===== config.mk =====
export PLATFORM = sky130hd
export DESIGN_NAME = axis_sync_fifo
export DESIGN_NICKNAME = d
export VERILOG_FILES = /design/src/rtl/axis_sync_fifo.sv
export SDC_FILE = /design/constraint.sdc
export NUM_CORES = 1
export LEC_CHECK = 0
export CAP_MARGIN = 30
export CORE_ASPECT_RATIO = 2
export CORE_UTILIZATION = 60
export DETAILED_ROUTE_END_ITERATION = 8
export GPL_ROUTABILITY_DRIVEN = 0
export PLACE_DENSITY = 0.79
export SLEW_MARGIN = 20
export SYNTH_ARGS = -nofsm -noshare
export SYNTH_HDL_FRONTEND = slang
export SYNTH_SLANG_ARGS = --single-unit

===== constraint.sdc =====
create_clock -name clk -period 5.4 [get_ports clk]
set_input_delay 0.81 -clock clk [delete_from_list [all_inputs] [get_ports clk]]
set_output_delay 0.81 -clock clk [all_outputs]
set_load 0.005 [all_outputs]

===== src/rtl/axis_sync_fifo.sv =====
// -----------------------------------------------------------------------------
// axis_sync_fifo
//
// Single-clock AXI4-Stream FIFO. Beats are carried bit-exact, in order.
// Storage is a RAM array plus an output register. count and frames include
// the beat held in the output register.
//
// Parameters
//   DATA_WIDTH : tdata width in bits. Must be a multiple of 8.
//   USER_WIDTH : tuser width in bits. tuser[0] marks start of frame.
//   DEPTH      : capacity in beats. Must be a power of 2 and at least 2.
//
// Ports
//   clk, rst                 : clock; synchronous active-high reset
//   s_tvalid/s_tready        : slave handshake
//   s_tdata/tlast/tuser/tkeep/tstrb : slave payload
//   m_tvalid/m_tready        : master handshake
//   m_tdata/tlast/tuser/tkeep/tstrb : master payload
//   count                    : stored beats, output register included
//   frames                   : stored beats that have tlast=1
//   err_proto                : sticky slave-side protocol violation flag
//
// Build option
//   AXIS_FIFO_PROTOCOL_CHECK_EN : when defined, a slave-side protocol
//   checker drives err_proto. When undefined, err_proto is tied to 0 and
//   the checker has no registers.
// -----------------------------------------------------------------------------
module axis_sync_fifo #(
    parameter int DATA_WIDTH = 8,
    parameter int USER_WIDTH = 1,
    parameter int DEPTH      = 16
) (
    input  logic                          clk,
    input  logic                          rst,
    input  logic                          s_tvalid,
    output logic                          s_tready,
    input  logic [DATA_WIDTH-1:0]         s_tdata,
    input  logic                          s_tlast,
    input  logic [USER_WIDTH-1:0]         s_tuser,
    input  logic [DATA_WIDTH/8-1:0]       s_tkeep,
    input  logic [DATA_WIDTH/8-1:0]       s_tstrb,
    output logic                          m_tvalid,
    input  logic                          m_tready,
    output logic [DATA_WIDTH-1:0]         m_tdata,
    output logic                          m_tlast,
    output logic [USER_WIDTH-1:0]         m_tuser,
    output logic [DATA_WIDTH/8-1:0]       m_tkeep,
    output logic [DATA_WIDTH/8-1:0]       m_tstrb,
    output logic [$clog2(DEPTH+1)-1:0]    count,
    output logic [$clog2(DEPTH+1)-1:0]    frames,
    output logic                          err_proto
);

    localparam int KW       = DATA_WIDTH / 8;
    localparam int PTR_W    = $clog2(DEPTH);
    localparam int CNT_W    = $clog2(DEPTH + 1);
    localparam int PW       = DATA_WIDTH + 1 + USER_WIDTH + 2 * KW;
    localparam int LAST_BIT = USER_WIDTH + 2 * KW;
    localparam logic [CNT_W-1:0] DEPTH_C = CNT_W'(DEPTH);

    typedef logic [PW-1:0] beat_t;

    // Packed beat layout: {tdata, tlast, tuser, tkeep, tstrb}
    beat_t s_beat;
    assign s_beat = {s_tdata, s_tlast, s_tuser, s_tkeep, s_tstrb};

    beat_t              mem [DEPTH];
    logic [PTR_W-1:0]   wr_ptr_reg, wr_ptr_next;
    logic [PTR_W-1:0]   rd_ptr_reg, rd_ptr_next;
    logic [CNT_W-1:0]   mem_cnt_reg, mem_cnt_next;
    logic [CNT_W-1:0]   count_reg, count_next;
    logic [CNT_W-1:0]   frames_reg, frames_next;
    logic               out_valid_reg, out_valid_next;
    beat_t              out_beat_reg;
    logic               ready_reg, ready_next;

    logic push;
    logic pop;
    logic load_out;
    logic mem_rd;
    logic bypass;
    logic mem_wr;

    always_comb begin
        push     = s_tvalid & ready_reg;
        pop      = out_valid_reg & m_tready;
        // The output register can take a new beat when it is empty or draining.
        load_out = ~out_valid_reg | pop;
        mem_rd   = load_out & (mem_cnt_reg != '0);
        // With nothing queued in RAM, a new beat goes straight to the output
        // register. This gives one-cycle latency into an empty FIFO.
        bypass   = load_out & (mem_cnt_reg == '0) & push;
        mem_wr   = push & ~bypass;

        wr_ptr_next    = mem_wr ? wr_ptr_reg + PTR_W'(1) : wr_ptr_reg;
        rd_ptr_next    = mem_rd ? rd_ptr_reg + PTR_W'(1) : rd_ptr_reg;
        mem_cnt_next   = mem_cnt_reg + CNT_W'(mem_wr) - CNT_W'(mem_rd);
        count_next     = count_reg + CNT_W'(push) - CNT_W'(pop);
        frames_next    = frames_reg + CNT_W'(push & s_tlast)
                                    - CNT_W'(pop & out_beat_reg[LAST_BIT]);
        out_valid_next = load_out ? (mem_rd | bypass) : out_valid_reg;
        // Ready comes from a register, so m_tready has no combinational path to it.
        ready_next     = count_next < DEPTH_C;
    end

    // RAM write port. The contents are not reset: after reset the pointers
    // and count mark every entry as empty.
    always_ff @(posedge clk) begin
        if (mem_wr) begin
            mem[wr_ptr_reg] <= s_beat;
        end
    end

    always_ff @(posedge clk) begin
        if (rst) begin
            wr_ptr_reg    <= '0;
            rd_ptr_reg    <= '0;
            mem_cnt_reg   <= '0;
            count_reg     <= '0;
            frames_reg    <= '0;
            out_valid_reg <= 1'b0;
            out_beat_reg  <= '0;
            ready_reg     <= 1'b0;
        end else begin
            wr_ptr_reg    <= wr_ptr_next;
            rd_ptr_reg    <= rd_ptr_next;
            mem_cnt_reg   <= mem_cnt_next;
            count_reg     <= count_next;
            frames_reg    <= frames_next;
            out_valid_reg <= out_valid_next;
            ready_reg     <= ready_next;
            // Registered RAM read into the output register. The payload
            // stays put while the output is stalled.
            if (mem_rd) begin
                out_beat_reg <= mem[rd_ptr_reg];
            end else if (bypass) begin
                out_beat_reg <= s_beat;
            end
        end
    end

    assign s_tready = ready_reg;
    assign m_tvalid = out_valid_reg;
    assign {m_tdata, m_tlast, m_tuser, m_tkeep, m_tstrb} = out_beat_reg;
    assign count    = count_reg;
    assign frames   = frames_reg;

`ifdef AXIS_FIFO_PROTOCOL_CHECK_EN
    logic          stall_reg;
    beat_t         held_reg;
    logic          err_reg;
    logic [KW-1:0] strb_orphan;
    logic          hold_break;
    logic          bad_keep;

    // Flag each lane where a strobe is set but its keep bit is clear.
    for (genvar gi = 0; gi < KW; gi++) begin : g_lane
        assign strb_orphan[gi] = s_tstrb[gi] & ~s_tkeep[gi];
    end

    always_comb begin
        // A stalled beat must be offered again, unchanged, on the next cycle.
        hold_break = stall_reg & (~s_tvalid | (s_beat != held_reg));
        bad_keep   = push & ((s_tkeep == '0) | (strb_orphan != '0));
    end

    always_ff @(posedge clk) begin
        if (rst) begin
            stall_reg <= 1'b0;
            held_reg  <= '0;
            err_reg   <= 1'b0;
        end else begin
            stall_reg <= s_tvalid & ~ready_reg;
            held_reg  <= s_beat;
            err_reg   <= err_reg | hold_break | bad_keep;
        end
    end

    assign err_proto = err_reg;
`else
    assign err_proto = 1'b0;
`endif

endmodule


==> results of run 1 <==
-- per-stage QoR --
stage | hold WS (ps) | util | instances | area, um2 | setup slack [ps]
floorplan | 485 | - | 548 | 9530 | 2410
global placement | 508 | 0.651 | 759 | 10000 | 1710
detailed placement | 521 | 0.659 | 771 | 10100 | 1530
CTS | 532 | 0.698 | 804 | 10700 | 2030
global route | 580 | 0.700 | 807 | 10800 | 1780
finish | 528 | 0.700 | 807 | 10800 | 2040
-- path summary, 6_finish.rpt --
kind / endpoint / slack (ps) / cells past startpoint
worst min register to register: rd_ptr_reg[1] / 530 / 2
worst max register to register: mem_cnt_reg[4] / 2420 / 14
worst max-delay path: mem_cnt_reg[4] / 2040 / 14
worst min-delay path: rd_ptr_reg[1] / 530 / 2
-- tightest hold or removal path, delay by kind of cell (launching register included) --
family	cells	cell delay (ps)
AO/OA/AOI/OAI	2	150
flip-flops	1	320
-- power groups by stage --
stage	registers (uW)	logic [uW]	clock network [uW]
floorplan	2190	960	0
global placement	2290	1160	0
detailed placement	2240	1290	0
CTS	2200	1300	1370
global route	2220	1410	1440
finish	2200	1290	1350
-- logic make-up after synthesis --
logic type | after synthesis | share of synthesized area
AO/OA/AOI/OAI | 66 | 0.0491
XOR/XNOR | 14 | 0.0129
adder cells (fa/ha/maj) | 24 | 0.0339
buffers and inverters | 54 | 0.0324
flip-flops | 233 | 0.691
multiplexers | 74 | 0.135
other | 1 | 0.000393
AND/OR/NAND/NOR | 82 | 0.0455
-- final cells by class --
type / instances / share of cell area
Multi-Input combinational cell: 261 / 0.248
Sequential cell: 233 / 0.612
Timing Repair Buffer: 58 / 0.0531
Clock inverter: 10 / 0.0102
Clock buffer: 23 / 0.0456
Tap cell: 198 / 0.0230
Inverter: 24 / 0.00837
-- synth_stat cells (4+ instances only) --
cell type	n
edfxtp_1	192
dfxtp_1	41
mux2i_1	36
nor2_1	29
inv_1	24
mux4_1	22
ha_1	21
mux4_2	15
clkbuf_1	13
a22oi_1	11
a31oi_1	11
o211ai_1	11
o221ai_1	11
or2_2	11
a21oi_1	10
nor2b_1	10
buf_2	7
nand2_1	7
nor3_1	7
xnor2_1	7
xor2_1	7
nand3_1	6
a21o_1	4
and2_1	4
buf_6	4
-- routing by layer --
metal	global-route usage	vias up
met5	0	-
met4	0.100	0
met3	0.0257	48
met2	0.409	140
met1	0.266	2439
li1	-	2245
==> summary by stage, run 1 <==
Global route
The global-route wire length before repair is ~28000 um. The number of antenna violations at the first check in global routing is 0. The total routing usage reported by global routing is 0.225. After global routing the overflow that remains totals 0. The number of global-route vias before repair is 5135. The maximum number of pins on one net before global-route repair is 40.

Finish
The number of antenna diodes in the final layout is 0. The fraction of layout instances using a drive strength above 1 is 0.140. For this run, the post-layout net count is between 600 and 700. The register with the most flip-flops in the layout has ~190 of them. The area growth from synthesis to layout is 12.9%.

The multi-input combinational cells in the finished layout cover a total of 2670 um2. The most common library cell in the layout ignoring fill and taps is edfxtp_1. The total area of sequential cells is around 6600 um2. In the layout the commonest cells are edfxtp_1, dfxtp_1, clkdlybuf4s50_1. The number of fill cells in the layout is between 900 and 1000.

Routing
The number of DRC violations after detailed routing is 0. Summing over every cut layer, the via total after detailed routing is roughly 4900. The first routing iteration left between 200 and 250 violations. For this block, wires on met1 add up to 6830 um. After detailed routing, no signal wire sits above met4. The detail route stage leaves a number of antenna-violating nets equal to 0. The met3 wirelength from detailed routing is 717 um. Using the TritonRoute via totals, the vias-per-cell ratio works out to slightly above 6. The wire length reported by the detailed router is ~18000 um. In the detailed route, the total length drawn on met2 is roughly 9800 um. The pre-antenna-repair detailed-routing pass consisted of 4 iterations. The routed length per instance is approximately 22 um.

Worst setup path
The largest single stage delay on the critical path is about 470 ps. The launch instance of the worst register-to-register path is mem_cnt_reg[2]. The largest fanout on the critical path is 6. Traced cell by cell, the critical path runs through clkdlybuf4s50_1 > and2_1 > inv_1 > a21oi_1 > inv_1 > ha_1 > inv_1 > ha_1 > inv_1 > fa_1 > nor2b_1 > o21bai_1 > nand3_1 > nor3b_1. In this design, the largest share of critical-path delay is due to adder cells. The source of the critical timing path is s_tvalid.

Counting both buffers and inverters, the worst setup path holds a total of 5. The cell repeated most along the worst path is inv_1. The endpoint class of the critical path is a register.

Data on the critical path arrives at its endpoint at 3760 ps. The critical path start-end classification is input port to register. STA puts the critical path data required time at ~5800 ps. The master of the slowest instance on the critical path is a21oi_1.

The startpoint class of the critical path is an input port.

Power
Of the total power, the share spent switching nets is 0.273. The clock share of power is 0.279. The share of total power in combinational logic is 0.266. The share of total power dissipated in sequential elements is 0.455. The maximum vdd ir drop is 0.305 mV.

In this run the static leakage power is between 0.003 and 0.004 uW. The cell-internal power is approximately 3500 uW. The sum of internal, switching and leakage power is a little under 5000 uW. The switching power of the nets is between 1000 and 1500 uW. The power density of the placed cells is around 450 nW/um2.

Timing
The final critical-path share of the clock period is 0.622. The minimum clock period is around 3400 ps. For the pin with the worst max-slew slack, the measured transition is between 800 and 900 ps. The count of endpoints failing hold in the final timing report was 0. Derived from the worst setup path, the maximum achievable clock frequency is approximately 0.30 GHz. Setup repair after global routing left no endpoint under its margin. On the final layout, the worst clock skew is roughly 15 ps. The final number of setup-violating endpoints is 0. The final count of pins violating max slew is 0. Measured against its own limit, the worst slew margin works out to 0.404. The post-route setup TNS is 0 ps.

Floorplan
Pin placement for this block handled slightly above 40 I/O pins. The die height is 180 um. In this run the core area contains 64 standard-cell rows.

The area enclosed by the die boundary is about 16000 um2. The placeable core region is 15400 um2. The initial core utilization is 0.620. The die is about 90 um wide.

Yosys
The number of enable flip-flop cells after synthesis is between 150 and 200. The share of synthesized area in the top cell type comes to 0.605. The count of synthesis-stage warnings from yosys is 0. The number of storage elements in the synthesis netlist is approximately 230. The synthesized netlist occupies a cell area of between 9000 and 10000 um2. The async set or reset register ratio after synthesis is 0. When the netlist entered floorplanning its net count stood at 588. The sequential cell area fraction in the yosys report is 0.691.

The unique cell type count in the Yosys netlist is 42. The mean instance size in the synthesized netlist is 17.4 um2. The cell count after synthesis came out at 548.

Among all flip-flop cells after synthesis, the most frequent one is edfxtp_1. After synthesis, the cell types taking the most area are edfxtp_1, dfxtp_1, mux4_1. The cell type with the highest aggregate area in the netlist is edfxtp_1.

Clocking
The clock tree root buffer cell is clkbuf_16. The clock tree from TritonCTS is done. The number of resized instances in the post-cts repair step is 0.

The number of buffers on the longest clock path is 3. The clock net sink count is roughly 230. The insertion delay of the later-clocked pin in the worst-skew pair is just under 500 ps.

The number of levels the H-tree was split into is 1. The hold buffer count at CTS is 0. The number of buffers inserted by post-CTS setup repair is 0. After clock tree synthesis, the clock-pin slew on the worst setup and hold paths is approximately 70 ps. Clock tree synthesis inserted a total of 19 buffers.

Placed design
In this run the tool buffered the top-level ports with 39 buffer cells. Detailed placement ended at an HPWL of around 12000 um.

Worst hold path
The type of the tightest min-delay check is register to register. The source of the worst hold timing path is rd_ptr_reg[1].

Run
The number of max-cap violations is 0.

Status
The flow ran to the end, and the final reports show no timing, DRC or antenna violations.
Power figures use the tool's default switching activity.
==> run 2, diff against run 1 <==
==> constraint.sdc (replaced) <==
create_clock -name clk -period 3.3 [get_ports clk]
set_input_delay 0.495 -clock clk [delete_from_list [all_inputs] [get_ports clk]]
set_output_delay 0.495 -clock clk [all_outputs]
set_load 0.005 [all_outputs]
==> run 2 against run 1 <==
Against the previous run:
- cell area rose by 0.76%
- die area unchanged
- highest routed layer unchanged
- final cell count up 1.4%
==> summary by stage, run 2 (synthesis results as in run 1) <==
Global route
The number of global-route vias before repair is 5289. The global-route wire length before repair is between 20000 and 30000 um. In the global route stage, overall resource usage came out at 0.226. The maximum number of pins on one net before global-route repair is between 40 and 50. The number of antenna violations at the first check in global routing is 0. The final global-route overflow total is 0.

Finish
The layout net count is around 650. The final non-filler cell total is about 820. The number of fill cells in the layout is a little over 1000. The fraction of layout instances using a drive strength above 1 is 0.148. The flip-flop count of the largest register after layout is about 190.

The most common library cell in the layout ignoring fill and taps is edfxtp_1. In the layout the commonest cells are edfxtp_1, dfxtp_1, clkdlybuf4s50_1. The antenna cell count is 0.

The layout overhead on the synthesized area is 13.8%.

Floorplan
The area enclosed by the die boundary is ~16000 um2. The core region is 15400 um2. The die extent in x is 91.1 um. For this configuration, the core starts out at a cell density of 0.620. After floorplanning, the core was divided into 64 placement rows. 41 I/O pins were placed. Measured along the y axis, the die boundary spans about 180 um.

Clocking
The number of buffers inserted by post-CTS setup repair is 0. The clock input transition at the sequential cells of the worst setup and hold paths is 70 ps. The number of CTS-inserted buffers is 20. The clock tree root buffer cell is clkbuf_16. CTS built an H-tree with a depth of 1.

Clock tree synthesis found a total of around 230 sinks. Counting along the longest clock path gives a buffer depth of 3. The clock tree from TritonCTS is done.

The clock reaches the later pin of the worst-skew pair after roughly 490 ps. The hold buffer count at CTS is 0. The number of resized instances in the post-cts repair step is 0.

Timing
The minimum clock period is 2770 ps. The post-route setup TNS is 0 ps. The worst setup skew after layout is 9.61 ps. Setup repair after global routing left no endpoint under its margin. The transition time at the pin with the least slew margin is between 800 and 900 ps. The peak clock frequency supported by timing is 0.360 GHz. Setup slack closes at 526 ps.

Setup violations remaining at the end of the flow were counted as 0. The count of endpoints failing hold in the final timing report is 0. The final critical-path share of the clock period is 0.841. The final count of pins violating max slew came to 0. The worst pin sits at a relative slew slack of 0.428.

Placed design
OpenSTA, run right after detailed placement, puts the worst setup slack at ~76 ps. The number of instances in the placed design is between 700 and 800. The detailed-placement wirelength estimate is ~12000 um. The number of port buffers is 39.

Power
The power density of the placed cells is around 740 nW/um2. The maximum vdd ir drop is approximately 0.52 mV. In this run the static leakage power is approximately 0.0037 uW.

Routing
The routed length per instance is 21.6 um. The via density per instance is between 6 and 7. Wires add up to 17700 um. In the routed design, unresolved DRC markers number 0.

The count of antenna-violating nets left after detailed routing is 0. For this block, the initial DRC count from the detailed router was ~240. The first TritonRoute pass finished after 5 iterations. The detailed router placed between 4000 and 5000 vias in this run.

Worst setup path
The largest fanout on the critical path is 7. The startpoint class of the critical path is a register. The required time at the worst-slack endpoint is approximately 3700 ps.

The critical path start-end classification is register to register. The endpoint class of the critical path is a register. Data on the critical path arrives at its endpoint at 3180 ps.

Status
The flow ran to the end, and the final reports show no timing, DRC or antenna violations.

Worst hold path
The min-delay analysis places its worst path in the category register to register.

Run
Max-cap violations in this run came to 0.
==> run 2: changes by cell type in the layout (fill, tap and decap cells not counted), sizes merged <==
| cell | previous run | this run |
|---|---|---|
| clkinv | 5 | 7 |
| clkbuf | 23 | 24 |
| buf | 19 | 27 |
| bufinv | 2 | 3 |
| clkinvlp | 0 | 2 |
| inv | 27 | 24 |
==> run 2: worst paths after layout <==
kind	from	endpoint	slack (ps)	cells past startpoint
min reg2reg	rd_ptr_reg[3]	register	540	2
max reg2reg	mem_cnt_reg[3]	mem_cnt_reg[4]	530	14
min	rd_ptr_reg[3]	register	540	2
max	mem_cnt_reg[3]	mem_cnt_reg[4]	530	14
==> run 2: cell type report <==
| cell class | count | area, um2 | share of cell area |
|---|---|---|---|
| flip-flops and latches | 233 | 6590 | 0.607 |
| multi-input cells | 261 | 2660 | 0.245 |
| repair buffers | 66 | 593 | 0.0547 |
| clock buffers | 24 | 537 | 0.0495 |
| well taps | 198 | 248 | 0.0228 |
| clock inverters | 12 | 131 | 0.0121 |
| inverters | 24 | 90.1 | 0.00830 |
==> run 2: per-layer routing <==
layer  GRT usage  vias up  share of wire
li1            -     2257              -
met1       0.259     2498           0.36
met2       0.413      149           0.56
met3      0.0316       56          0.041
met4       0.107        0          0.036
met5           0        -              0
==> run 2: per-stage QoR <==
stage               utilization  cell area (um2)  hold slack (ps)  power, uW
floorplan                     -             9530              485       5160
global placement          0.662            10200              512       5640
detailed placement        0.662            10200              521       5750
CTS                       0.706            10800              535       8110
global route              0.706            10800              590       8450
finish                    0.706            10800              540       8050
==> run 2: where the power goes <==
group	total, uW	internal (uW)	switching (uW)
clock	2360	1390	968
combinational	2020	1110	911
sequential	3670	3400	267
==> run 2: critical path, stage by stage, from the launching register on <==
cell      delay (ps)
dfxtp_1          320
inv_1             70
ha_1             180
nor4b_4          420
a21oi_1          190
inv_1            110
ha_1             230
inv_1             50
ha_1             150
inv_1             50
fa_1             370
nor2b_1          170
o21bai_1         100
nand3_1           80
nor3b_1          200
